<file path="config.mk">
export PLATFORM = sky130hd
export DESIGN_NAME = frame_buffer_arbiter
export DESIGN_NICKNAME = d
export VERILOG_FILES = /design/src/rtl/frame_buffer_arbiter_pkg.sv /design/src/rtl/frame_buffer_arbiter_wr_fifo.sv /design/src/rtl/frame_buffer_arbiter.sv
export SDC_FILE = /design/constraint.sdc
export NUM_CORES = 1
export LEC_CHECK = 0
export BUFFER_PORTS_ARGS = -buffer_cell sky130_fd_sc_hd__clkbuf_2
export CAP_MARGIN = 20
export CELL_PAD_IN_SITES_DETAIL_PLACEMENT = 1
export CELL_PAD_IN_SITES_GLOBAL_PLACEMENT = 2
export CORE_MARGIN = 5
export CORE_UTILIZATION = 44
export DETAILED_ROUTE_END_ITERATION = 10
export PLACE_DENSITY_LB_ADDON = 0.1
export SLEW_MARGIN = 20
export SYNTH_ARGS = -nofsm -noshare
export SYNTH_HDL_FRONTEND = slang
export SYNTH_SLANG_ARGS = --single-unit
</file>
<file path="constraint.sdc">
create_clock -name i_Clk -period 4.6 [get_ports i_Clk]
set_input_delay 0.23 -clock i_Clk [delete_from_list [all_inputs] [get_ports i_Clk]]
set_output_delay 0.23 -clock i_Clk [all_outputs]
set_load 0.03 [all_outputs]
</file>
<file path="src/rtl/frame_buffer_arbiter_pkg.sv">
// Shared definitions for the frame-buffer arbiter: grant encodings and default widths.
package frame_buffer_arbiter_pkg;

  localparam int FB_ADDR_WIDTH = 17;
  localparam int FB_DATA_WIDTH = 9;
  localparam int FB_FIFO_DEPTH = 8;

  typedef enum logic [1:0] {
    GNT_NONE = 2'd0,
    GNT_RD   = 2'd1,
    GNT_WR   = 2'd2
  } gnt_e;

  function automatic logic gnt_is_active(input gnt_e g);
    return (g == GNT_RD) || (g == GNT_WR);
  endfunction

endpackage

</file>
<file path="src/rtl/frame_buffer_arbiter_wr_fifo.sv">
// Synchronous write FIFO with first-word-fall-through head, {addr,data} payload.
module frame_buffer_arbiter_wr_fifo
  import frame_buffer_arbiter_pkg::*;
#(
  parameter int ADDR_WIDTH = FB_ADDR_WIDTH,
  parameter int DATA_WIDTH = FB_DATA_WIDTH,
  parameter int DEPTH      = FB_FIFO_DEPTH
) (
  input  logic                     i_Clk,
  input  logic                     i_Reset,
  input  logic                     i_Push,
  input  logic [ADDR_WIDTH-1:0]    i_Push_Addr,
  input  logic [DATA_WIDTH-1:0]    i_Push_Data,
  input  logic                     i_Pop,
  output logic [ADDR_WIDTH-1:0]    o_Head_Addr,
  output logic [DATA_WIDTH-1:0]    o_Head_Data,
  output logic [$clog2(DEPTH):0]   o_Level,
  output logic                     o_Full,
  output logic                     o_Empty
);

  localparam int PTR_W = $clog2(DEPTH);
  localparam int LVL_W = PTR_W + 1;
  localparam int PAY_W = ADDR_WIDTH + DATA_WIDTH;

  logic [PAY_W-1:0] r_mem [DEPTH];
  logic [PTR_W-1:0] r_wr_ptr;
  logic [PTR_W-1:0] r_rd_ptr;
  logic [LVL_W-1:0] r_level;
  logic             w_push;
  logic             w_pop;

  // Full/empty come only from the registered level, so a same-cycle pop never frees a slot.
  assign o_Full  = (r_level == LVL_W'(DEPTH));
  assign o_Empty = (r_level == LVL_W'(0));
  assign w_push  = i_Push && !o_Full;
  assign w_pop   = i_Pop && !o_Empty;

  assign o_Level = r_level;
  assign {o_Head_Addr, o_Head_Data} = r_mem[r_rd_ptr];

  always_ff @(posedge i_Clk) begin
    if (w_push) begin
      r_mem[r_wr_ptr] <= {i_Push_Addr, i_Push_Data};
    end
  end

  always_ff @(posedge i_Clk) begin
    if (i_Reset) begin
      r_wr_ptr <= PTR_W'(0);
      r_rd_ptr <= PTR_W'(0);
      r_level  <= LVL_W'(0);
    end else begin
      if (w_push) begin
        r_wr_ptr <= r_wr_ptr + PTR_W'(1);
      end
      if (w_pop) begin
        r_rd_ptr <= r_rd_ptr + PTR_W'(1);
      end
      case ({w_push, w_pop})
        2'b10:   r_level <= r_level + LVL_W'(1);
        2'b01:   r_level <= r_level - LVL_W'(1);
        default: r_level <= r_level;
      endcase
    end
  end

endmodule

</file>
<file path="src/rtl/frame_buffer_arbiter.sv">
// Single-port frame-buffer arbiter: fixed-latency priority reads, FIFO-buffered writes drained when idle.
module frame_buffer_arbiter
  import frame_buffer_arbiter_pkg::*;
#(
  parameter int ADDR_WIDTH = FB_ADDR_WIDTH,
  parameter int DATA_WIDTH = FB_DATA_WIDTH,
  parameter int FIFO_DEPTH = FB_FIFO_DEPTH
) (
  input  logic                        i_Clk,
  input  logic                        i_Reset,
  input  logic                        i_Wr_Valid,
  output logic                        o_Wr_Ready,
  input  logic [ADDR_WIDTH-1:0]       i_Wr_Addr,
  input  logic [DATA_WIDTH-1:0]       i_Wr_Data,
  input  logic                        i_Rd_Req,
  input  logic [ADDR_WIDTH-1:0]       i_Rd_Addr,
  output logic [DATA_WIDTH-1:0]       o_Rd_Data,
  output logic                        o_Rd_Valid,
  output logic                        o_Mem_En,
  output logic                        o_Mem_We,
  output logic [ADDR_WIDTH-1:0]       o_Mem_Addr,
  output logic [DATA_WIDTH-1:0]       o_Mem_Wdata,
  input  logic [DATA_WIDTH-1:0]       i_Mem_Rdata,
  output logic [$clog2(FIFO_DEPTH):0] o_Fifo_Level,
  input  logic                        i_Clear_Flags,
  output logic                        o_Overflow
);

  gnt_e                  r_gnt;
  gnt_e                  w_gnt_nxt;
  logic [ADDR_WIDTH-1:0] r_mem_addr;
  logic [DATA_WIDTH-1:0] r_mem_wdata;
  logic [1:0]            r_rd_pipe;
  logic                  w_fifo_full;
  logic                  w_fifo_empty;
  logic                  w_fifo_pop;
  logic [ADDR_WIDTH-1:0] w_head_addr;
  logic [DATA_WIDTH-1:0] w_head_data;

  frame_buffer_arbiter_wr_fifo #(
    .ADDR_WIDTH (ADDR_WIDTH),
    .DATA_WIDTH (DATA_WIDTH),
    .DEPTH      (FIFO_DEPTH)
  ) u_wr_fifo (
    .i_Clk       (i_Clk),
    .i_Reset     (i_Reset),
    .i_Push      (i_Wr_Valid),
    .i_Push_Addr (i_Wr_Addr),
    .i_Push_Data (i_Wr_Data),
    .i_Pop       (w_fifo_pop),
    .o_Head_Addr (w_head_addr),
    .o_Head_Data (w_head_data),
    .o_Level     (o_Fifo_Level),
    .o_Full      (w_fifo_full),
    .o_Empty     (w_fifo_empty)
  );

  assign o_Wr_Ready = !w_fifo_full;
  assign w_fifo_pop = (w_gnt_nxt == GNT_WR);

  always_ff @(posedge i_Clk) begin
    if (i_Reset) begin
      r_gnt <= GNT_NONE;
    end else begin
      r_gnt <= w_gnt_nxt;
    end
  end

  // Reads always win so the pixel stream keeps its fixed latency.
  always_comb begin
    w_gnt_nxt = GNT_NONE;
    if (i_Rd_Req) begin
      w_gnt_nxt = GNT_RD;
    end else if (!w_fifo_empty) begin
      w_gnt_nxt = GNT_WR;
    end else begin
      w_gnt_nxt = GNT_NONE;
    end
  end

  always_comb begin
    o_Mem_En    = gnt_is_active(r_gnt);
    o_Mem_We    = (r_gnt == GNT_WR);
    o_Mem_Addr  = r_mem_addr;
    o_Mem_Wdata = r_mem_wdata;
  end

  // Idle cycles keep the last address/data on the BRAM bus.
  always_ff @(posedge i_Clk) begin
    if (i_Reset) begin
      r_mem_addr  <= ADDR_WIDTH'(0);
      r_mem_wdata <= DATA_WIDTH'(0);
    end else begin
      case (w_gnt_nxt)
        GNT_RD: begin
          r_mem_addr <= i_Rd_Addr;
        end
        GNT_WR: begin
          r_mem_addr  <= w_head_addr;
          r_mem_wdata <= w_head_data;
        end
        default: begin
          r_mem_addr  <= r_mem_addr;
          r_mem_wdata <= r_mem_wdata;
        end
      endcase
    end
  end

  always_ff @(posedge i_Clk) begin
    if (i_Reset) begin
      r_rd_pipe  <= 2'b00;
      o_Rd_Valid <= 1'b0;
      o_Rd_Data  <= DATA_WIDTH'(0);
    end else begin
      r_rd_pipe  <= {r_rd_pipe[0], i_Rd_Req};
      o_Rd_Valid <= r_rd_pipe[1];
      if (r_rd_pipe[1]) begin
        o_Rd_Data <= i_Mem_Rdata;
      end
    end
  end

  always_ff @(posedge i_Clk) begin
    if (i_Reset) begin
      o_Overflow <= 1'b0;
    end else if (i_Clear_Flags) begin
      o_Overflow <= 1'b0;
    end else if (i_Wr_Valid && w_fifo_full) begin
      o_Overflow <= 1'b1;
    end
  end

endmodule
</file>
---- Word level (Yosys, flattened, before mapping) ----
Memories as Yosys holds them, arrays and structs flattened. A register that Yosys moved wholly into a read port is not among the register bits.
Index checks and enable logic that the tools add are counted.
cells by class
  add/subtract/negate cells ............... 4
  equality and inequality tests ........... 7
  muxes and demuxes ....................... 8
  reductions and logical operators ........ 10
operators by type and width
  kind                   count
  $pmux W17 S2           1
  $pmux W4 S2            1
  $add A3 B1 Y3 const B  2
  $eq A2 B1 Y1 const B   3
  $eq A2 B2 Y1 const B   3
  $mux W3                2
  $add A4 B1 Y4 const B  1
  $eq A4 B4 Y1 const B   1
  $logic_not A4 Y1       1
  $mux W2                2
  $reduce_bool A2 Y1     2
  $sub A4 B1 Y4 const B  1
  $logic_and A1 B1 Y1    3
  $logic_not A1 Y1       2
  $mux W1                2
  $reduce_or A2 Y1       1
  $logic_or A1 B1 Y1     1
word-level totals
  register bits ........................... 51
  bits in writable memories ............... 208
  bits of input ports ..................... 57
  output and inout bits ................... 44
  logic and storage cells ................. 40
  memories kept ........................... 1
memories
  name             words  bits a word  rd ports  clocked after Yosys merged registers in  wr ports  line                                source
  u_wr_fifo.r_mem  8      26           1         1                                        1         frame_buffer_arbiter_wr_fifo.sv:26  logic [PAY_W-1:0] r_mem [DEPTH];

---- Depth between registers and ports, before layout ----
Gate-level depths: netlist of the first run.
  word-level depth ........................ 7
  mapped depth ............................ 13
  depth with buffers taken out ............ 9

---- Modules after synthesis ----
From an unflattened synthesis of the first run, not the netlist that was laid out.
second synthesis, totals
  cell total of the unflattened synthesis .. 537
  area, all modules ....................... 10273.6 um^2
by module, submodules not included
  module                        instances  cells an instance  area an instance (um^2)  seq. area each (um^2)
  frame_buffer_arbiter_wr_fifo  1          375                8638.3                   6506.2
  frame_buffer_arbiter          1          162                1635.3                   800.8

---- Worst setup path before layout of the first run ----
OpenSTA, ideal clock, no wires.
  kind .................................... register to register
  from .................................... register u_wr_fifo.r_level[1], in the netlist u_wr_fifo.o_Level[1]
  to ...................................... memory u_wr_fifo.r_mem[0][0] (netlist name), enable pin
  arrival ................................. 3.999 ns
  required time ........................... 4.125 ns
  setup slack ............................. 0.126 ns
  stages on the path, launching flop included .. 6
  path buffers ............................ 2
  clock period less this slack ............ 4.474 ns
  cell sequence ........................... dfxtp_1 > buf_6 > or4b_2 > clkbuf_1 > nand2_1 > nor4_1
between the ends
  longest elaborated chain between the ends .. 5
RTL lines
  element                        line                                source
  start: declaration             frame_buffer_arbiter_wr_fifo.sv:29  logic [LVL_W-1:0] r_level;
  start signal: assignment       frame_buffer_arbiter_wr_fifo.sv:61  2'b10: r_level <= r_level + LVL_W'(1);
  start signal: assignment       frame_buffer_arbiter_wr_fifo.sv:62  2'b01: r_level <= r_level - LVL_W'(1);
  start signal: assignment       frame_buffer_arbiter_wr_fifo.sv:63  default: r_level <= r_level;
  $eq A4 B4 Y1                   frame_buffer_arbiter_wr_fifo.sv:34  assign o_Full = (r_level == LVL_W'(DEPTH));
  $logic_not A1 Y1               n/a
  named net o_Wr_Ready           frame_buffer_arbiter.sv:12          output logic o_Wr_Ready,
  $logic_and A1 B1 Y1            frame_buffer_arbiter_wr_fifo.sv:36  assign w_push = i_Push && !o_Full;
  $mux W1                        frame_buffer_arbiter_wr_fifo.sv:43  if (w_push) begin
  $mux W1 (implied by the code)  frame_buffer_arbiter_wr_fifo.sv:44  r_mem[r_wr_ptr] <= {i_Push_Addr, i_Push_Data};
  end: declaration               frame_buffer_arbiter_wr_fifo.sv:26
The timed path passes the listed nets, and every way through them passes these cells.

---- Worst setup path after layout of the first run ----
  from .................................... register u_wr_fifo.r_level[0], in the netlist u_wr_fifo.o_Level[0]
  to ...................................... register u_wr_fifo.r_level[3], in the netlist u_wr_fifo.o_Level[3]
between the ends
  longest elaborated chain between the ends .. 7
RTL lines
  element                                                   line                                source
  $logic_not A4 Y1                                          frame_buffer_arbiter_wr_fifo.sv:35  assign o_Empty = (r_level == LVL_W'(0));
  $mux W2                                                   frame_buffer_arbiter.sv:74          end else if (!w_fifo_empty) begin
  $mux W2                                                   frame_buffer_arbiter.sv:72          if (i_Rd_Req) begin
  $eq A2 B2 Y1                                              frame_buffer_arbiter.sv:59          assign w_fifo_pop = (w_gnt_nxt == GNT_WR);
  $logic_and A1 B1 Y1                                       frame_buffer_arbiter_wr_fifo.sv:37  assign w_pop = i_Pop && !o_Empty;
  $eq A2 B1 Y1 / $eq A2 B2 Y1 (equally long branches)       frame_buffer_arbiter_wr_fifo.sv:60  case ({w_push, w_pop})
  $pmux W4 S2 / $reduce_bool A2 Y1 (equally long branches)  n/a
Several ways; a longest one is shown, not always the timed one.
A chain may end at the register's enable or synchronous reset.

==> implementation parameters, run 1 <==
Parameter                              Value

Drt
  Total wire length after detailed routing    21.68 mm
  Number of vias in the routed layout    5317
  First-iteration detailed-routing DRC count    309
  DRC violation count after routing    0
  Antenna Violating Nets Remaining    0
  Routed via count divided by cell count    5.437
  Routed wirelength normalized by instance count    22.16 µm
  Drt pass-1 iters    4

Finish
  Most frequent cells in the layout    sky130_fd_sc_hd__edfxtp_1 (208), sky130_fd_sc_hd__clkbuf_2 (100), sky130_fd_sc_hd__mux4_2 (52)
  Layout overhead on the synthesized area    21.74%
  Fill count    2018
  Most common cell after layout, fill and taps aside    sky130_fd_sc_hd__edfxtp_1
  Register area    7313 µm²
  Nets    738
  Layout cell share with drive strength beyond 1    34.29%
  Layout Cells excl Fill    978
  Total area of multi-input combinational cells    2288 µm²

Clocking
  Clk pin slew, worst setup/hold paths    60 ps
  Buffer count from post-CTS setup fixing    0
  Count of instances resized after the clock tree is built    0
  Clock Path Buffers    3
  Total clock buffers created by CTS    28
  Worst skew pair latency    540 ps
  Number of buffers inserted for hold repair after clock tree synthesis    36
  Total clock sinks    261
  Cell chosen for the clock root    sky130_fd_sc_hd__clkbuf_16
  H-Tree Level Count    1
  CTS tree    done

Synth
  Biggest area contributors in the synthesized netlist    sky130_fd_sc_hd__edfxtp_1 (63%), sky130_fd_sc_hd__mux4_2 (12%), sky130_fd_sc_hd__dfxtp_1 (11%)
  Synth Cell Area    9854 µm²
  Predominant post-synthesis flop cell    sky130_fd_sc_hd__edfxtp_1
  FF+latch count, synth    261
  Distinct cell type count of the synthesized netlist    37
  Mux cell area share after synthesis    13.12%
  Synthesis Warnings    0
  Synth Area in Adders    0.7618%
  Portion of the post-synthesis area used by sequential elements    74.15%
  Fraction of synthesized cell area in xor and xnor cells    0.6221%
  Number of enable-type register cells in the synthesized netlist    208
  Simple-Gate Fraction of Synth Area    3.796%
  Average cell area after synthesis    18.49 µm²
  Proportion of synthesized flip-flops having asynchronous set or reset    0%
  Top cell type's share of synthesized area    63.38%
  Dominant combinational cell family by area after synthesis    multiplexers
  Cell count after synthesis    533
  Synthesized-area fraction occupied by ao, oa, aoi and oai cells    4.406%
  Mapped Nets    596
  Cell accounting for the most synthesized area    sky130_fd_sc_hd__edfxtp_1

STA
  Final worst path period need    2945 ps
  Setup TNS Final    0 ps
  Transition at the pin with the smallest max-transition slack    1132 ps
  Share of the clock period used by the worst path    64.01%
  Fmax achieved    339.6 MHz
  Number of endpoints with negative hold slack in the final report    0
  Finish-stage setup viols    0
  Post-Route Skew    17.69 ps
  RSZ-0062 raised after global routing    false
  Count of final max-slew check failures    0
  Rel. slew slack    24.43%
  Final Hold Slack    29.68 ps

Die
  Cell Rows    54
  Total core area    21960 µm²
  Starting Density    44.88%
  Die area    25490 µm²
  Floorplan die height    159.7 µm
  IO Count    101
  Die width    159.7 µm

Critical path
  Required arrival time at the worst endpoint    5010 ps
  Worst reg2reg path startpoint    u_wr_fifo.o_Level[0]
  Type of element launching the critical path    register
  Data arrival at the endpoint of the critical path    3360 ps
  WS Path Type    register to register
  Terminus of the critical flop-to-flop path    u_wr_fifo.o_Level[3]
  Crit. End Element    register
  CP Max Fanout    8
  Logic depth of the worst register-to-register path    7
  Setup slack of the worst register-to-register path    1660 ps

GRT
  Pin count of the biggest net entering global routing    53
  Wire length of the first global-routing pass    33.81 mm
  Total congestion overflow    0
  Global Route Usage Sum    16.94%
  Vias in the first global route    5760
  Initial antenna violation count    1

Placement
  Placed instance count    889
  IO buf count    100
  Half-perimeter wire length after placement    12.54 mm
  Final weighted congestion in routability-driven placement    0.6779

Worst hold path
  End of the worst hold path    u_wr_fifo.r_wr_ptr[1]
  Hold path startpoint    i_Wr_Valid
  Hold path cells    3
  Hold Path Class    input pin to register

Power
  Largest vdd supply drop    0.0002782 V
  Leakage power summed over all cells    0.004234 µW
  Post-route total power    6501 µW
  Power density of the placed cells    541.9 nW/µm²

Run status
  Run status    finished clean

Flow run
  Max-cap check violation count    0
critical path: stages (launching register included):
cell and delay (ps):
sky130_fd_sc_hd__dfxtp_1 380, sky130_fd_sc_hd__or4b_2 790, sky130_fd_sc_hd__nand2_1 340, sky130_fd_sc_hd__ha_1 390
sky130_fd_sc_hd__nor4b_1 350, sky130_fd_sc_hd__o21ai_0 130, sky130_fd_sc_hd__o31ai_1 100, sky130_fd_sc_hd__mux2_2 360
synthesized netlist by cell type (2+ instances only):
library cell               count
sky130_fd_sc_hd__o22ai_1       9
sky130_fd_sc_hd__clkbuf_1     17
sky130_fd_sc_hd__inv_1        39
sky130_fd_sc_hd__a221oi_1     17
sky130_fd_sc_hd__nand2b_1      2
sky130_fd_sc_hd__edfxtp_1    208
sky130_fd_sc_hd__nand2_1       4
sky130_fd_sc_hd__nor2b_1       4
sky130_fd_sc_hd__nor2_1       35
sky130_fd_sc_hd__or4_1         2
sky130_fd_sc_hd__buf_6         3
sky130_fd_sc_hd__ha_1          6
sky130_fd_sc_hd__nor3_1       14
sky130_fd_sc_hd__xor2_1        6
sky130_fd_sc_hd__o21ai_0       3
sky130_fd_sc_hd__nand3_1       6
sky130_fd_sc_hd__mux4_2       52
sky130_fd_sc_hd__buf_2         7
sky130_fd_sc_hd__dfxtp_1      53
sky130_fd_sc_hd__o221a_2      17
sky130_fd_sc_hd__a21oi_1       3
sky130_fd_sc_hd__mux2i_1      11
metal layers:
layer  track usage [%]  part of all wire, %  up-vias
met3             3.119                  5.0       26
met1             23.62                   45     2746
met5                 0                    0        -
li1                  -                    -     2400
met4             3.866                  1.6        0
met2             28.08                   49      145
registers in the layout (all words and copies together) (netlist names), named ones only:
register,flops
u_wr_fifo.r_mem,208
u_wr_fifo.r_wr_ptr,3
o_Mem_Wdata,9
u_wr_fifo.r_rd_ptr,3
o_Overflow,1
u_wr_fifo.o_Level,4
r_gnt,2
o_Mem_Addr,17
o_Rd_Valid,1
r_rd_pipe,1
o_Rd_Data,9
stage by stage:
stage / worst slack, ps / utilization [%] / instance area (µm²)
2_1_floorplan: 126.3 / - / 9854
3_3_place_gp: 1813 / 48.50 / 10650
3_5_place_dp: 1654 / 48.50 / 10650
4_1_cts: 1637 / 54.62 / 11990
5_1_grt: 1415 / 54.63 / 12000
6_report: 1655 / 54.63 / 12000
cell families after synthesis:
logic type | count (synthesis)
adder cells (fa/ha/maj) | 6
multiplexers | 64
AO/OA/AOI/OAI | 50
buffers and inverters | 70
XOR/XNOR | 7
flip-flops | 261
AND/OR/NAND/NOR | 75
how the worst max path moves through the flow:
stage | start | slack [ps] | to | cells after the start
final | u_wr_fifo.o_Level[0] | 1660 | u_wr_fifo.o_Level[3] | 7
after global routing | u_wr_fifo.o_Level[0] | 1410 | u_wr_fifo.o_Level[2] | 9
after CTS | u_wr_fifo.o_Level[0] | 1640 | u_wr_fifo.o_Level[3] | 7
after detailed placement | u_wr_fifo.o_Level[0] | 1650 | u_wr_fifo.o_Level[3] | 7
after global placement | u_wr_fifo.o_Level[0] | 1810 | u_wr_fifo.o_Level[3] | 7
after floorplan | u_wr_fifo.o_Level[1] | 130 | u_wr_fifo.r_mem[0][0] | 5
power breakdown:
part | switching, µW | internal, µW
combinational | 700 | 530
clock | 879 | 1430
sequential | 204 | 2750
layout make-up:
type / instances / share of cell area (%)
inverters: 39 / 1.220
clock inverters: 10 / 1.158
diodes: 1 / 0.02086
clock buffers: 42 / 7.030
well taps: 280 / 2.920
multi-input cells: 202 / 19.08
repair buffers: 143 / 7.614
flip-flops and latches: 261 / 60.96
(Power assumes the default switching activity.)
==> run 2, diff against run 1 <==
--- a/config.mk
+++ b/config.mk
@@ -10,7 +10,7 @@
 export CELL_PAD_IN_SITES_DETAIL_PLACEMENT = 1
 export CELL_PAD_IN_SITES_GLOBAL_PLACEMENT = 2
 export CORE_MARGIN = 5
-export CORE_UTILIZATION = 44
+export CORE_UTILIZATION = 40
 export DETAILED_ROUTE_END_ITERATION = 10
 export PLACE_DENSITY_LB_ADDON = 0.1
 export SLEW_MARGIN = 20
==> constraint.sdc (replaced) <==
create_clock -name i_Clk -period 2.4 [get_ports i_Clk]
set_input_delay 0.12 -clock i_Clk [delete_from_list [all_inputs] [get_ports i_Clk]]
set_output_delay 0.12 -clock i_Clk [all_outputs]
set_load 0.03 [all_outputs]
==> run 2 against run 1 <==
Final cell count increased by 9.1%. Final area increased by 5.0%. Maximum frequency increased by 27%. Via count increased by 2.8%. Combinational power increased by 140%. Clock power increased by 94%. Setup slack got worse by 1600 ps. Register-to-register slack got worse by 1600 ps. Power increased by 98%. Critical path type unchanged. Largest cell class unchanged. Highest routed layer unchanged.
==> implementation parameters, run 2 (same netlist as run 1, synthesis figures left out) <==
Parameter                              Value

Critical path
  Required arrival time at the worst endpoint    2860 ps (-2150 ps)
  Type of element launching the critical path    register
  Critical path destination    u_wr_fifo.o_Level[2]
  Data arrival at the endpoint of the critical path    2770 ps (-590 ps)
  Terminus of the critical flop-to-flop path    u_wr_fifo.o_Level[2]
  Worst reg2reg path startpoint    u_wr_fifo.o_Level[2]
  Startpoint of the worst setup timing path    u_wr_fifo.o_Level[2]
  Logic depth of the worst register-to-register path    10 (+3)
  WS Path Type    register to register
  Crit. End Element    register
  Setup slack of the worst register-to-register path    90 ps (-1570 ps)
  CP Max Fanout    8 (unchanged)

Die
  Starting Density    40.52% (-4.4 points)
  IO Count    101 (unchanged)
  Floorplan die height    167.0 µm (+4.6%)
  Die width    167.0 µm (+4.6%)
  Die area    27880 µm² (+9.4%)
  Total core area    24320 µm² (+11%)
  Cell Rows    57 (+5.6%)

Power
  Power density of the placed cells    1024 nW/µm² (+89%)
  Leakage power summed over all cells    0.004460 µW (+5.3%)
  Largest vdd supply drop    0.0008218 V (+200%)

Finish
  Largest register FFs    208 (unchanged)
  Final std cell area, no fill    12600 µm² (+5.0%)
  Most common cell after layout, fill and taps aside    sky130_fd_sc_hd__edfxtp_1
  Layout cell share with drive strength beyond 1    37.28% (+3.0 points)
  Nets    785 (+6.4%)
  Most frequent cells in the layout    sky130_fd_sc_hd__edfxtp_1 (208), sky130_fd_sc_hd__clkbuf_2 (100), sky130_fd_sc_hd__dlygate4sd3_1 (54)
  Layout overhead on the synthesized area    27.88%
  Largest reg by FF count    u_wr_fifo.r_mem
  Fill count    2247 (+11%)
  Diodes inserted    0 (-1)
  Layout Cells excl Fill    1067 (+9.1%)

Clocking
  H-Tree Level Count    1 (unchanged)
  Total clock buffers created by CTS    28 (unchanged)
  Clock Path Buffers    3 (unchanged)
  Clk pin slew, worst setup/hold paths    60 ps (about the same)
  Total clock sinks    261 (unchanged)
  CTS tree    done
  Worst skew pair latency    530 ps (about the same)
  Cell chosen for the clock root    sky130_fd_sc_hd__clkbuf_16

Placement
  Placed instance count    961 (+8.1%)
  Final weighted congestion in routability-driven placement    0.7264 (+7.2%)
  Placement-stage cell area    11050 µm² (+3.7%)
  IO buf count    100 (unchanged)
  Half-perimeter wire length after placement    14.49 mm (+16%)
  Pre-CTS setup slack    -81.80 ps (-1736 ps)

GRT
  Global route hottest layer    met2
  Total congestion overflow    0 (unchanged)
  Global-route met1 utilization    22.52% (-1.1 points)
  Pin count of the biggest net entering global routing    35 (-34%)
  Vias in the first global route    6139 (+6.6%)
  Wire length of the first global-routing pass    36.93 mm (+9.2%)
  Global Route Usage Sum    16.95% (about the same)
  Met3 Use GR    2.868% (-0.25 points)
  Met2 Resource Use GR    29.41% (+1.3 points)
  Initial antenna violation count    0 (-1)

STA
  Count of final max-slew check failures    0 (unchanged)
  Share of the clock period used by the worst path    96.40% (+32 points)
  Fmax achieved    432.2 MHz (+27%)
  RSZ-0062 raised after global routing    false
  Final Worst Setup Slack    86.46 ps (-1569 ps)
  Setup TNS Final    0 ps (unchanged)
  Finish-stage setup viols    0 (unchanged)
  Final worst path period need    2314 ps (-631.0 ps)
  Rel. slew slack    34.44% (+10 points)
  Post-Route Skew    11.55 ps (-6.145 ps)
  Transition at the pin with the smallest max-transition slack    981.1 ps (-151.2 ps)
  Number of endpoints with negative hold slack in the final report    0 (unchanged)

Drt
  Number of vias in the routed layout    5468 (+2.8%)
  Routed wirelength normalized by instance count    21.76 µm (-1.8%)
  Drt pass-1 iters    4 (unchanged)
  Antenna Violating Nets Remaining    0 (unchanged)
  Total wire length after detailed routing    23.22 mm (+7.1%)
  Routed via count divided by cell count    5.125 (-5.7%)
  DRC violation count after routing    0 (unchanged)
  First-iteration detailed-routing DRC count    306 (-0.97%)

Worst hold path
  Hold Path Class    input pin to register

Run status
  Run status    finished clean

Flow run
  Max-cap check violation count    0 (unchanged)
-- run 2: cell types whose count changed in the layout (fill, tap and decap cells not counted), moves of 3 or more --
cell	previous run	this run
sky130_fd_sc_hd__buf_12	0	3
sky130_fd_sc_hd__buf_4	7	31
sky130_fd_sc_hd__clkbuf_1	5	2
sky130_fd_sc_hd__clkbuf_8	9	2
sky130_fd_sc_hd__clkinv_1	1	4
sky130_fd_sc_hd__clkinv_2	4	7
sky130_fd_sc_hd__dlygate4sd3_1	36	54
sky130_fd_sc_hd__ha_1	6	3
sky130_fd_sc_hd__nor3_2	4	0
sky130_fd_sc_hd__nor3_4	0	4
-- run 2: critical path, cell delays in order (launching register included) --
cell,delay (ps)
sky130_fd_sc_hd__dfxtp_1,310
sky130_fd_sc_hd__buf_4,160
sky130_fd_sc_hd__or4_4,420
sky130_fd_sc_hd__and2_4,200
sky130_fd_sc_hd__ha_4,160
sky130_fd_sc_hd__xor2_1,140
sky130_fd_sc_hd__ha_2,170
sky130_fd_sc_hd__a21oi_2,120
sky130_fd_sc_hd__xor2_1,90
sky130_fd_sc_hd__or3_1,330
sky130_fd_sc_hd__a21oi_2,140
-- run 2: final cells by class --
type,instances,area [µm²],share of cell area (%)
sequential,261,7318,58.07
multi-input combinational,202,2391,18.97
timing repair buffer,190,1364,10.82
clock buffer,33,760.7,6.037
tap,324,405.4,3.217
clock inverter,18,216.5,1.718
inverter,39,146.4,1.162
-- run 2: per-layer routing --
layer | share of wire, % | wire (µm) | up-vias
met5 | 0 | 0 | -
met4 | 1.8 | 418 | 0
li1 | - | - | 2491
met1 | 43 | 10010 | 2809
met2 | 51 | 11740 | 137
met3 | 4.5 | 1049 | 31
-- run 2: metrics by stage --
| step | hold slack [ps] | total power [µW] | utilization (%) |
|---|---|---|---|
| after global placement | 285.0 | 8360 | 45.30 |
| after floorplan | 199.3 | 7520 | - |
| after CTS | 20.92 | 13100 | 51.81 |
| after detailed placement | 293.3 | 8446 | 45.42 |
| final | 31.22 | 12900 | 51.82 |
| after global routing | 44.23 | 13530 | 51.82 |
-- run 2: power by group --
group / total (µW) / switching [µW] / internal (µW)
logic: 2920 / 1630 / 1290
registers: 5510 / 228 / 5290
clock network: 4470 / 1690 / 2790
-- run 2: what timing repair did --
item | 4_1_cts | 5_1_grt
pin swaps | 5 | 7
endpoints found under the setup margin | 2 | 2
hold buffers | 54 | 0
gates resized for setup | 4 | 3
endpoints found under the hold margin | 236 | 0
setup buffers | 2 | 0
-- run 2: worst min path at each step --
stage / from / endpoint / cells past startpoint
after floorplan: i_Clear_Flags / o_Overflow / 1
after global placement: i_Clear_Flags / o_Overflow / 2
after global routing: i_Wr_Valid / u_wr_fifo.r_wr_ptr[1] / 3
after detailed placement: i_Clear_Flags / o_Overflow / 2
final: i_Wr_Valid / u_wr_fifo.r_wr_ptr[1] / 3
after CTS: i_Wr_Valid / u_wr_fifo.r_wr_ptr[1] / 3
==> run 3, diff against run 2 <==
--- a/config.mk
+++ b/config.mk
@@ -9,7 +9,6 @@
 export CAP_MARGIN = 20
 export CELL_PAD_IN_SITES_DETAIL_PLACEMENT = 1
 export CELL_PAD_IN_SITES_GLOBAL_PLACEMENT = 2
-export CORE_MARGIN = 5
 export CORE_UTILIZATION = 40
 export DETAILED_ROUTE_END_ITERATION = 10
 export PLACE_DENSITY_LB_ADDON = 0.1
==> constraint.sdc (replaced) <==
create_clock -name i_Clk -period 2.1 [get_ports i_Clk]
set_input_delay 0.105 -clock i_Clk [delete_from_list [all_inputs] [get_ports i_Clk]]
set_output_delay 0.105 -clock i_Clk [all_outputs]
set_load 0.03 [all_outputs]
==> run 3 against run 2 <==
The run now ends with setup timing left. Setup slack worse by 260 ps. Critical endpoint is now u_wr_fifo.o_Level[3]. First-iteration DRC count up 5.9%. Routed wire length down 3.1%. Register-to-register slack worse by 260 ps. Global-route usage up 1.3 points. Critical path depth down 2. Final area up 0.98%. Combinational power up 20%. Clock skew up 18 ps. Power up 12%. Highest routed layer unchanged. Sequential share of layout area down 0.56 points.
==> implementation parameters, run 3 (same netlist as run 1, synthesis figures left out) <==
Parameter                              Value

Power
  Power density of the placed cells    1135 nW/µm² (+11%)
  Total internal power    10400 µW (+11%)
  Largest vdd supply drop    0.0005730 V (-30%)
  Leakage power summed over all cells    0.004486 µW (+0.59%)
  Fraction of power spent switching nets    27.99% (+0.55 points)
  Power share of the sequential group    43.6% (+0.9 points)
  Part of the total power dissipated in the clock network    32.2% (-2.5 points)
  Post-route total power    14440 µW (+12%)
  Combinational share of power    24.2% (+1.6 points)
  Net switching power    4042 µW (+14%)

STA
  Post-Route Skew    29.12 ps (+17.58 ps)
  Finish-stage setup viols    2 (+2)
  Number of endpoints with negative hold slack in the final report    0 (unchanged)
  Setup TNS Final    -327.6 ps (-327.6 ps)
  Final Worst Setup Slack    -171.0 ps (-257.4 ps)
  Fmax achieved    440.3 MHz (+1.9%)
  Transition at the pin with the smallest max-transition slack    822.9 ps (-158.2 ps)
  Share of the clock period used by the worst path    108.1% (+12 points)
  Rel. slew slack    45.14% (+11 points)
  RSZ-0062 raised after global routing    true
  Final worst path period need    2271 ps (-42.58 ps)
  Count of final max-slew check failures    0 (unchanged)

Critical path
  CP Max Fanout    4 (-4)
  Worst reg2reg path startpoint    u_wr_fifo.o_Level[3]
  WS Path Type    register to register
  Type of element launching the critical path    register
  Startpoint of the worst setup timing path    u_wr_fifo.o_Level[3]
  Required arrival time at the worst endpoint    2500 ps (-360 ps)
  Data arrival at the endpoint of the critical path    2670 ps (-100 ps)
  Crit. End Element    register

Finish
  Nets    792 (+0.89%)
  Largest register FFs    208 (unchanged)
  Layout overhead on the synthesized area    29.14%
  Most common cell after layout, fill and taps aside    sky130_fd_sc_hd__edfxtp_1
  Final std cell area, no fill    12730 µm² (+0.98%)
  Layout cell share with drive strength beyond 1    37.60% (+0.32 points)
  Most frequent cells in the layout    sky130_fd_sc_hd__edfxtp_1 (208), sky130_fd_sc_hd__clkbuf_2 (100), sky130_fd_sc_hd__dlygate4sd3_1 (54)
  Largest reg by FF count    u_wr_fifo.r_mem
  Diodes inserted    0 (unchanged)

Die
  Floorplan die height    159.0 µm (-4.8%)
  Total core area    24250 µm² (-0.29%)
  IO Count    101 (unchanged)
  Die area    25270 µm² (-9.4%)
  Starting Density    40.64% (+0.12 points)
  Die width    159.0 µm (-4.8%)
  Cell Rows    57 (unchanged)

Clocking
  Total clock buffers created by CTS    27 (-3.6%)
  CTS tree    done
  Worst skew pair latency    540 ps (about the same)
  H-Tree Level Count    1 (unchanged)
  Total clock sinks    261 (unchanged)
  Cell chosen for the clock root    sky130_fd_sc_hd__clkbuf_16
  Clock Path Buffers    3 (unchanged)
  Clk pin slew, worst setup/hold paths    60 ps (about the same)

GRT
  Global Route Usage Sum    18.25% (+1.3 points)
  Total congestion overflow    0 (unchanged)
  Vias in the first global route    5978 (-2.6%)
  Pin count of the biggest net entering global routing    33 (-5.7%)
  Wire length of the first global-routing pass    34.95 mm (-5.4%)
  Initial antenna violation count    0 (unchanged)

Drt
  Total wire length after detailed routing    22.50 mm (-3.1%)
  Routed via count divided by cell count    5.128 (about the same)
  Antenna Violating Nets Remaining    0 (unchanged)
  DRC violation count after routing    0 (unchanged)
  Number of vias in the routed layout    5507 (+0.71%)
  Routed wirelength normalized by instance count    20.95 µm (-3.8%)
  Drt pass-1 iters    4 (unchanged)
  First-iteration detailed-routing DRC count    324 (+5.9%)

Worst hold path
  Hold path startpoint    i_Wr_Valid
  Hold Path Class    input pin to register

Run status
  Violations in the final reports    setup timing
  Run status    finished with violations

Placement
  Final weighted congestion in routability-driven placement    0.7035 (-3.2%)
  Placement-stage cell area    11260 µm² (+1.9%)
  Pre-CTS setup slack    -345.8 ps (-264.0 ps)
  Half-perimeter wire length after placement    13.85 mm (-4.4%)
  IO buf count    100 (unchanged)

Flow run
  Max-cap check violation count    0 (unchanged)
-- run 3: final cells by class --
class	instances	area [µm²]
clock inverter	9	95.09
sequential	261	7320
fill	2282	11520
multi-input combinational	202	2412
inverter	39	146.4
timing repair buffer	198	1579
tap	324	405.4
clock buffer	41	768.2
-- run 3: final timing paths --
| check | endpoint | slack, ps | cells past startpoint |
|---|---|---|---|
| max | u_wr_fifo.o_Level[3] | -170 | 8 |
| min reg2reg | r_rd_pipe[1] | 450 | 2 |
| min | u_wr_fifo.r_wr_ptr[1] | 110 | 4 |
| max reg2reg | u_wr_fifo.o_Level[3] | -170 | 8 |
-- run 3: what timing repair did --
action	4_1_cts	5_1_grt
pin swaps	6	4
endpoints found under the hold margin	236	0
hold buffers	54	0
setup endpoints to repair	4	2
gates resized for setup	8	3
buffers inserted	1	0
-- run 3: layer usage --
layer  GRT usage, %  up-vias  wire length (µm)
met1          24.50     2862             10220
li1               -     2514                 -
met3          2.865       21               863
met2          31.46      110             11140
met5              0        -                 0
met4          3.977        0               272
-- run 3: metrics by stage --
step                utilization, %  hold slack, ps  instances
global placement             46.42           269.1        969
CTS                          52.41           97.12       1074
finish                       52.48           109.6       1074
floorplan                        -           184.3        533
global route                 52.48           119.0       1074
detailed placement           46.42           274.5        969
-- run 3: power groups by stage --
| stage | sequential (µW) | clock, µW | combinational [µW] |
|---|---|---|---|
| floorplan | 6710 | 0 | 1910 |
| finish | 6300 | 4650 | 3490 |
| global route | 6360 | 4950 | 3760 |
| detailed placement | 6410 | 0 | 3350 |
| CTS | 6310 | 4750 | 3520 |
| global placement | 6380 | 0 | 3290 |
-- run 3: worst max-delay path, stage by stage (launching register included) --
cell,delay (ps)
sky130_fd_sc_hd__dfxtp_2,330
sky130_fd_sc_hd__or4_4,540
sky130_fd_sc_hd__and2_4,200
sky130_fd_sc_hd__ha_4,170
sky130_fd_sc_hd__buf_6,120
sky130_fd_sc_hd__nor4bb_4,250
sky130_fd_sc_hd__o21ai_1,120
sky130_fd_sc_hd__o31ai_2,80
sky130_fd_sc_hd__mux2_2,350
